`config.mk`:
```
export PLATFORM = sky130hd
export DESIGN_NAME = field_sequencer
export DESIGN_NICKNAME = d
export VERILOG_FILES = /design/src/rtl/field_sequencer.sv
export SDC_FILE = /design/constraint.sdc
export NUM_CORES = 2
export LEC_CHECK = 0
export BUFFER_PORTS_ARGS = -buffer_cell sky130_fd_sc_hd__buf_2
export CORE_UTILIZATION = 40
export DETAILED_ROUTE_END_ITERATION = 12
export SYNTH_ARGS = -nofsm -noshare
export SYNTH_HDL_FRONTEND = slang
export SYNTH_SLANG_ARGS = --single-unit
```
`constraint.sdc`:
```
create_clock -name clk -period 27.4 [get_ports clk]
set_input_delay 5.48 -clock clk [delete_from_list [all_inputs] [get_ports clk]]
set_output_delay 5.48 -clock clk [all_outputs]
set_load 0.005 [all_outputs]
```
`src/rtl/field_sequencer.sv`:
```
// Walks protobuf-style fields across a stream of fixed-width lines, emitting one descriptor per field.
// Optional FIELD_FILTER_EN adds filt_en/filt_id so that only fields matching filt_id are emitted.
module field_sequencer #(
   parameter  int unsigned LINE_SIZE = 512,
   localparam int unsigned LB        = LINE_SIZE / 8,
   localparam int unsigned OW        = $clog2(LB) + 1
) (
   input  logic                 clk,
   input  logic                 rst,
`ifdef FIELD_FILTER_EN
   input  logic                 filt_en,
   input  logic [60:0]          filt_id,
`endif
   input  logic                 line_valid,
   output logic                 line_ready,
   input  logic [LINE_SIZE-1:0] line_in,
   output logic [79:0]          dec_window,
   input  logic [63:0]          dec_value,
   input  logic [4:0]           dec_size,
   output logic                 fld_valid,
   input  logic                 fld_ready,
   output logic [60:0]          fld_id,
   output logic [2:0]           fld_type,
   output logic [OW-1:0]        fld_offset,
   output logic [31:0]          fld_len,
   output logic                 line_done,
   output logic                 err,
   output logic [1:0]           err_code
);

   localparam int unsigned SW = 33;
   localparam logic [1:0] S_IDLE = 2'd0;
   localparam logic [1:0] S_HDR  = 2'd1;
   localparam logic [1:0] S_PAY  = 2'd2;
   localparam logic [1:0] S_EMIT = 2'd3;

   logic [1:0]           state_q, state_d;
   logic [OW-1:0]        cursor_q, cursor_d;
   logic [SW-1:0]        skip_rem_q, skip_rem_d;
   logic [LINE_SIZE-1:0] line_q, line_d;
   logic                 fld_valid_q, fld_valid_d;
   logic [60:0]          fld_id_q, fld_id_d;
   logic [2:0]           fld_type_q, fld_type_d;
   logic [OW-1:0]        fld_offset_q, fld_offset_d;
   logic [31:0]          fld_len_q, fld_len_d;
   logic                 line_done_q, line_done_d;
   logic                 err_q, err_d;
   logic [1:0]           err_code_q, err_code_d;

   logic [SW-1:0]        lb_w;
   logic [SW-1:0]        hdr_end;
   logic [SW-1:0]        adv;
   logic                 keep_c;
   logic [LINE_SIZE+79:0] win_ext;

   assign lb_w    = SW'(LB);
   assign hdr_end = SW'(cursor_q) + SW'(dec_size);
   assign adv     = SW'(fld_offset_q) + SW'(fld_len_q);

   // Window beyond the line end shifts in zeros.
   assign win_ext    = {80'd0, line_q} >> {cursor_q, 3'b000};
   assign dec_window = win_ext[79:0];

`ifdef FIELD_FILTER_EN
   logic [60:0] id_sel;
   assign id_sel = (state_q == S_HDR) ? dec_value[63:3] : fld_id_q;
   assign keep_c = !filt_en || (id_sel == filt_id);
`else
   assign keep_c = 1'b1;
`endif

   always_comb begin
      state_d      = state_q;
      cursor_d     = cursor_q;
      skip_rem_d   = skip_rem_q;
      line_d       = line_q;
      fld_valid_d  = fld_valid_q;
      fld_id_d     = fld_id_q;
      fld_type_d   = fld_type_q;
      fld_offset_d = fld_offset_q;
      fld_len_d    = fld_len_q;
      line_done_d  = 1'b0;
      err_d        = 1'b0;
      err_code_d   = err_code_q;

      case (state_q)
         S_IDLE: begin
            if (line_valid) begin
               if (skip_rem_q >= lb_w) begin
                  skip_rem_d  = skip_rem_q - lb_w;
                  line_done_d = 1'b1;
               end else begin
                  cursor_d   = OW'(skip_rem_q);
                  skip_rem_d = '0;
                  line_d     = line_in;
                  state_d    = S_HDR;
               end
            end
         end
         S_HDR: begin
            if ((cursor_q == OW'(LB)) || (dec_value[63:3] == 61'd0)) begin
               line_done_d = 1'b1;
               state_d     = S_IDLE;
            end else if (hdr_end > lb_w) begin
               err_d      = 1'b1;
               err_code_d = 2'd2;
               skip_rem_d = '0;
               state_d    = S_IDLE;
            end else begin
               fld_id_d     = dec_value[63:3];
               fld_type_d   = dec_value[2:0];
               cursor_d     = OW'(hdr_end);
               fld_offset_d = OW'(hdr_end);
               case (dec_value[2:0])
                  3'd0, 3'd2: state_d = S_PAY;
                  3'd1: begin
                     fld_len_d   = 32'd8;
                     fld_valid_d = keep_c;
                     state_d     = S_EMIT;
                  end
                  3'd5: begin
                     fld_len_d   = 32'd4;
                     fld_valid_d = keep_c;
                     state_d     = S_EMIT;
                  end
                  default: begin
                     err_d      = 1'b1;
                     err_code_d = 2'd1;
                     skip_rem_d = '0;
                     state_d    = S_IDLE;
                  end
               endcase
            end
         end
         S_PAY: begin
            if (fld_type_q == 3'd0) begin
               fld_len_d    = 32'(dec_size);
               fld_offset_d = cursor_q;
            end else begin
               fld_len_d    = dec_value[31:0];
               cursor_d     = OW'(hdr_end);
               fld_offset_d = OW'(hdr_end);
            end
            fld_valid_d = keep_c;
            state_d     = S_EMIT;
         end
         default: begin
            // A filtered field arrives here with fld_valid low and advances at once.
            if (!fld_valid_q || fld_ready) begin
               fld_valid_d = 1'b0;
               if (adv >= lb_w) begin
                  skip_rem_d  = adv - lb_w;
                  line_done_d = 1'b1;
                  state_d     = S_IDLE;
               end else begin
                  cursor_d = OW'(adv);
                  state_d  = S_HDR;
               end
            end
         end
      endcase
   end

   always_ff @(posedge clk or posedge rst) begin
      if (rst) begin
         state_q      <= S_IDLE;
         cursor_q     <= '0;
         skip_rem_q   <= '0;
         line_q       <= '0;
         fld_valid_q  <= 1'b0;
         fld_id_q     <= '0;
         fld_type_q   <= '0;
         fld_offset_q <= '0;
         fld_len_q    <= '0;
         line_done_q  <= 1'b0;
         err_q        <= 1'b0;
         err_code_q   <= '0;
      end else begin
         state_q      <= state_d;
         cursor_q     <= cursor_d;
         skip_rem_q   <= skip_rem_d;
         line_q       <= line_d;
         fld_valid_q  <= fld_valid_d;
         fld_id_q     <= fld_id_d;
         fld_type_q   <= fld_type_d;
         fld_offset_q <= fld_offset_d;
         fld_len_q    <= fld_len_d;
         line_done_q  <= line_done_d;
         err_q        <= err_d;
         err_code_q   <= err_code_d;
      end
   end

   assign line_ready = (state_q == S_IDLE);
   assign fld_valid  = fld_valid_q;
   assign fld_id     = fld_id_q;
   assign fld_type   = fld_type_q;
   assign fld_offset = fld_offset_q;
   assign fld_len    = fld_len_q;
   assign line_done  = line_done_q;
   assign err        = err_q;
   assign err_code   = err_code_q;

endmodule

```
==> summary.md <==
| Metric | Value |
|---|---|
| Status | `finished clean` |
| Setup tns final | `0 ns` |
| Max Slew Vio Count | `0` |
| Worst Path Buf+Inv | `3` |
| Core area | `0.119 mm2` |
| Area growth syn-to-layout | `15.4%` |
| Worst Path Required | `21.92 ns` |
| HPWL after DPL | `182000 um` |
| RSZ-0062 raised after global routing | `false` |
| Reg2Reg Setup Slack | `20.92 ns` |
| Post-route ant nets | `0` |
| FF-to-FF End | `line_q[306]` |
| R2R Path Start | `skip_rem_q[10]` |
| Grt peak-use layer | `met2` |
| Die height | `349 um` |
| Starting Density | `40.5%` |
| Post-Syn Area per Cell | `10.1 um2` |
| First-pass GRT wire length | `318000 um` |
| Total setup buffers inserted after CTS | `0` |
| FF-to-FF path depth | `10` |
| Boundary Pins | `774` |
| Detailed-router iteration count before antenna repair | `7` |
| Mapped Cells | `4751` |
| GRT Overall Usage | `36.7%` |
| Worst setup path start | `cursor_q[1]` |
| FFs w/ async S/R, synth | `100%` |
| Peak supply drop | `0.0000716 V` |
| Fin nets | `5870` |
| Total die area | `0.122 mm2` |
| Share of layout cells above drive strength 1 | `38.6%` |
| GR Layer Usage met3 | `8.22%` |
| Clock skew | `0.0417 ns` |
| Slew of the pin with the lowest slew margin | `1.28 ns` |
| Net Count, Synth | `5358` |
| CP top delay family | `compound AO/OA/AOI/OAI gates` |
| Critical-path top delay cell | `dfrtp_4` |
| Root Driver | `clkbuf_16` |
| CP Depth | `9` |
| DR WL/cell | `33.1 um` |
| Rows | `126` |
| Worst Path Arrival | `6.17 ns` |
| CTS max path bufs | `3` |
| Worst hold path cell count | `1` |
| Cts repair resizes | `0` |
| Most frequent cells in the layout | `mux2_2 (802), buf_2 (773), dfrtp_1 (655)` |
| Seq/Total Area, Yosys | `34.5%` |
| Clock sinks | `662` |
| Path type of the worst setup path | `reg -> out` |
| Top FF cell, synth | `dfrtp_1` |
| Post-Place Setup Slack | `16.79 ns` |
| Vias in the first global route | `41700` |
| Cell area after synthesis | `0.0481 mm2` |
| Clk Latency, worst-skew pair | `0.68 ns` |
| Global routing usage on met1 | `51.1%` |
| Final Setup Violations | `0` |
| CTS tree | `done` |
| Static Leakage | `25.5 nW` |
| Seq cells post-synth | `662` |
| Maxcap violations | `0` |
| Clock transition at path regs | `0.06 ns` |
| Most common cell after layout, fill and taps aside | `mux2_2` |
| Final Critical Period | `11.65 ns` |
| Library cells used by synthesis | `83` |
| Footprint of the multi-input gates | `0.0297 mm2` |
| Post-synth EDFFs | `0` |
| Pin count of the biggest net entering global routing | `188` |
| CP endpoint kind | `output pin` |
| Die W | `349 um` |
| Via count | `44000` |
| Post-CTS Hold Buffers | `0` |
| Worst Setup EP | `dec_window[28]` |
| Cell area power density | `97.9 mW/mm2` |
| CP startpoint kind | `register` |
| DRC | `0` |
| Antenna violations before repair | `36` |
| CP Cell Sequence | `buf_12 > buf_4 > mux2i_1 > a21oi_1 > mux2i_1 > o21ai_0 > o21ai_0 > a211oi_1 > buf_2` |
| Synth warnings | `0` |
| Vias per std cell | `6.35` |
| Final period util | `42.5%` |
| Hold Path Class | `reg -> reg` |
| CP max FO | `168` |
| Drt first-iter violations | `5660` |
| Global route overflow | `0` |
| Final Hold Viols | `0` |
| Placer congestion estimate | `1.04` |
| Final WS setup | `15.75 ns` |
| Max_slew headroom | `14.4%` |
| Max incr delay on CP | `0.88 ns` |
| Routed WL | `229000 um` |
| Peak Freq | `0.0859 GHz` |
| Routing usage on met2 | `54.5%` |
| Final-layout fill cell count | `11300` |
| Buffers on Ports | `773` |
| Final Hold Slack | `0.501 ns` |
| Depth of the CTS H-tree | `3` |
| Cts bufs inserted | `77` |
| Register Area | `0.0166 mm2` |
==> final cells by class <==
type | instances | area share, %
well taps | 1600 | 3.61
multi-input cells | 3639 | 53.6
clock inverters | 29 | 0.557
clock buffers | 107 | 3.99
flip-flops and latches | 662 | 29.9
diodes | 10 | 0.0451
inverters | 44 | 0.347
repair buffers | 839 | 7.94
==> synth_stat cells (61+ instances only) <==
cell type,n,area share [%]
nor2b_1,61,0.79
a21oi_1,347,3.6
clkbuf_1,234,1.8
buf_1,95,0.74
mux2i_1,352,7.3
nor2_1,430,3.4
a211oi_1,126,2.0
mux4_2,234,11
o21ai_0,278,2.9
nand2_1,479,3.7
dfrtp_1,662,34
buf_2,77,0.80
mux2_2,802,19
==> power breakdown <==
group,switching (mW),total (mW),internal (mW),leakage (nW)
clock network,0.436,1.04,0.604,1.24
registers,0.175,1.26,1.09,9.03
logic,2.00,3.13,1.13,15.3
total,2.61,5.43,2.82,25.5
==> worst min-delay path by stage <==
stage                    from             end  slack, ns
6_report           fld_id[11]      fld_id[11]       0.50
3_3_place_gp       fld_id[18]      fld_id[18]       0.48
4_1_cts            fld_id[56]      fld_id[56]       0.50
5_1_grt            fld_id[38]      fld_id[38]       0.51
3_5_place_dp       fld_id[56]      fld_id[56]       0.49
2_1_floorplan  skip_rem_q[32]  skip_rem_q[32]       0.46
==> metrics by stage <==
stage | util (%) | area, um2 | total power [mW] | std cells
global route | 46.8 | 55500 | 5.65 | 6923
finish | 46.8 | 55500 | 5.43 | 6930
detailed placement | 44.6 | 52900 | 4.31 | 6784
floorplan | - | 48100 | 3.23 | 4751
global placement | 44.6 | 52900 | 4.29 | 6784
CTS | 46.8 | 55400 | 5.36 | 6920
==> flip-flops by register name (all words and copies together), names as in the netlist <==
name        flops
fld_valid       1
state_q         2
line_done       1
cursor_q        7
err_code        2
err             1
fld_id         61
fld_type        3
skip_rem_q     33
fld_len        32
fld_offset      7
line_q        512
==> cells by family after synthesis <==
family                   Yosys count  share of synthesized area, %
buffers and inverters            450                          3.71
XOR/XNOR                          49                         0.893
AO/OA/AOI/OAI                    962                          12.0
multiplexers                    1390                          37.1
flip-flops                       662                          34.5
adder cells (fa/ha/maj)           22                         0.604
AND/OR/NAND/NOR                 1216                          11.1
==> metal layers <==
layer,vias to the layer above,wire (um)
li1,18600,-
met1,22200,94800
met2,2639,99100
met3,483,23500
met4,12,11600
met5,-,63
Power figures use the tool's default switching activity.
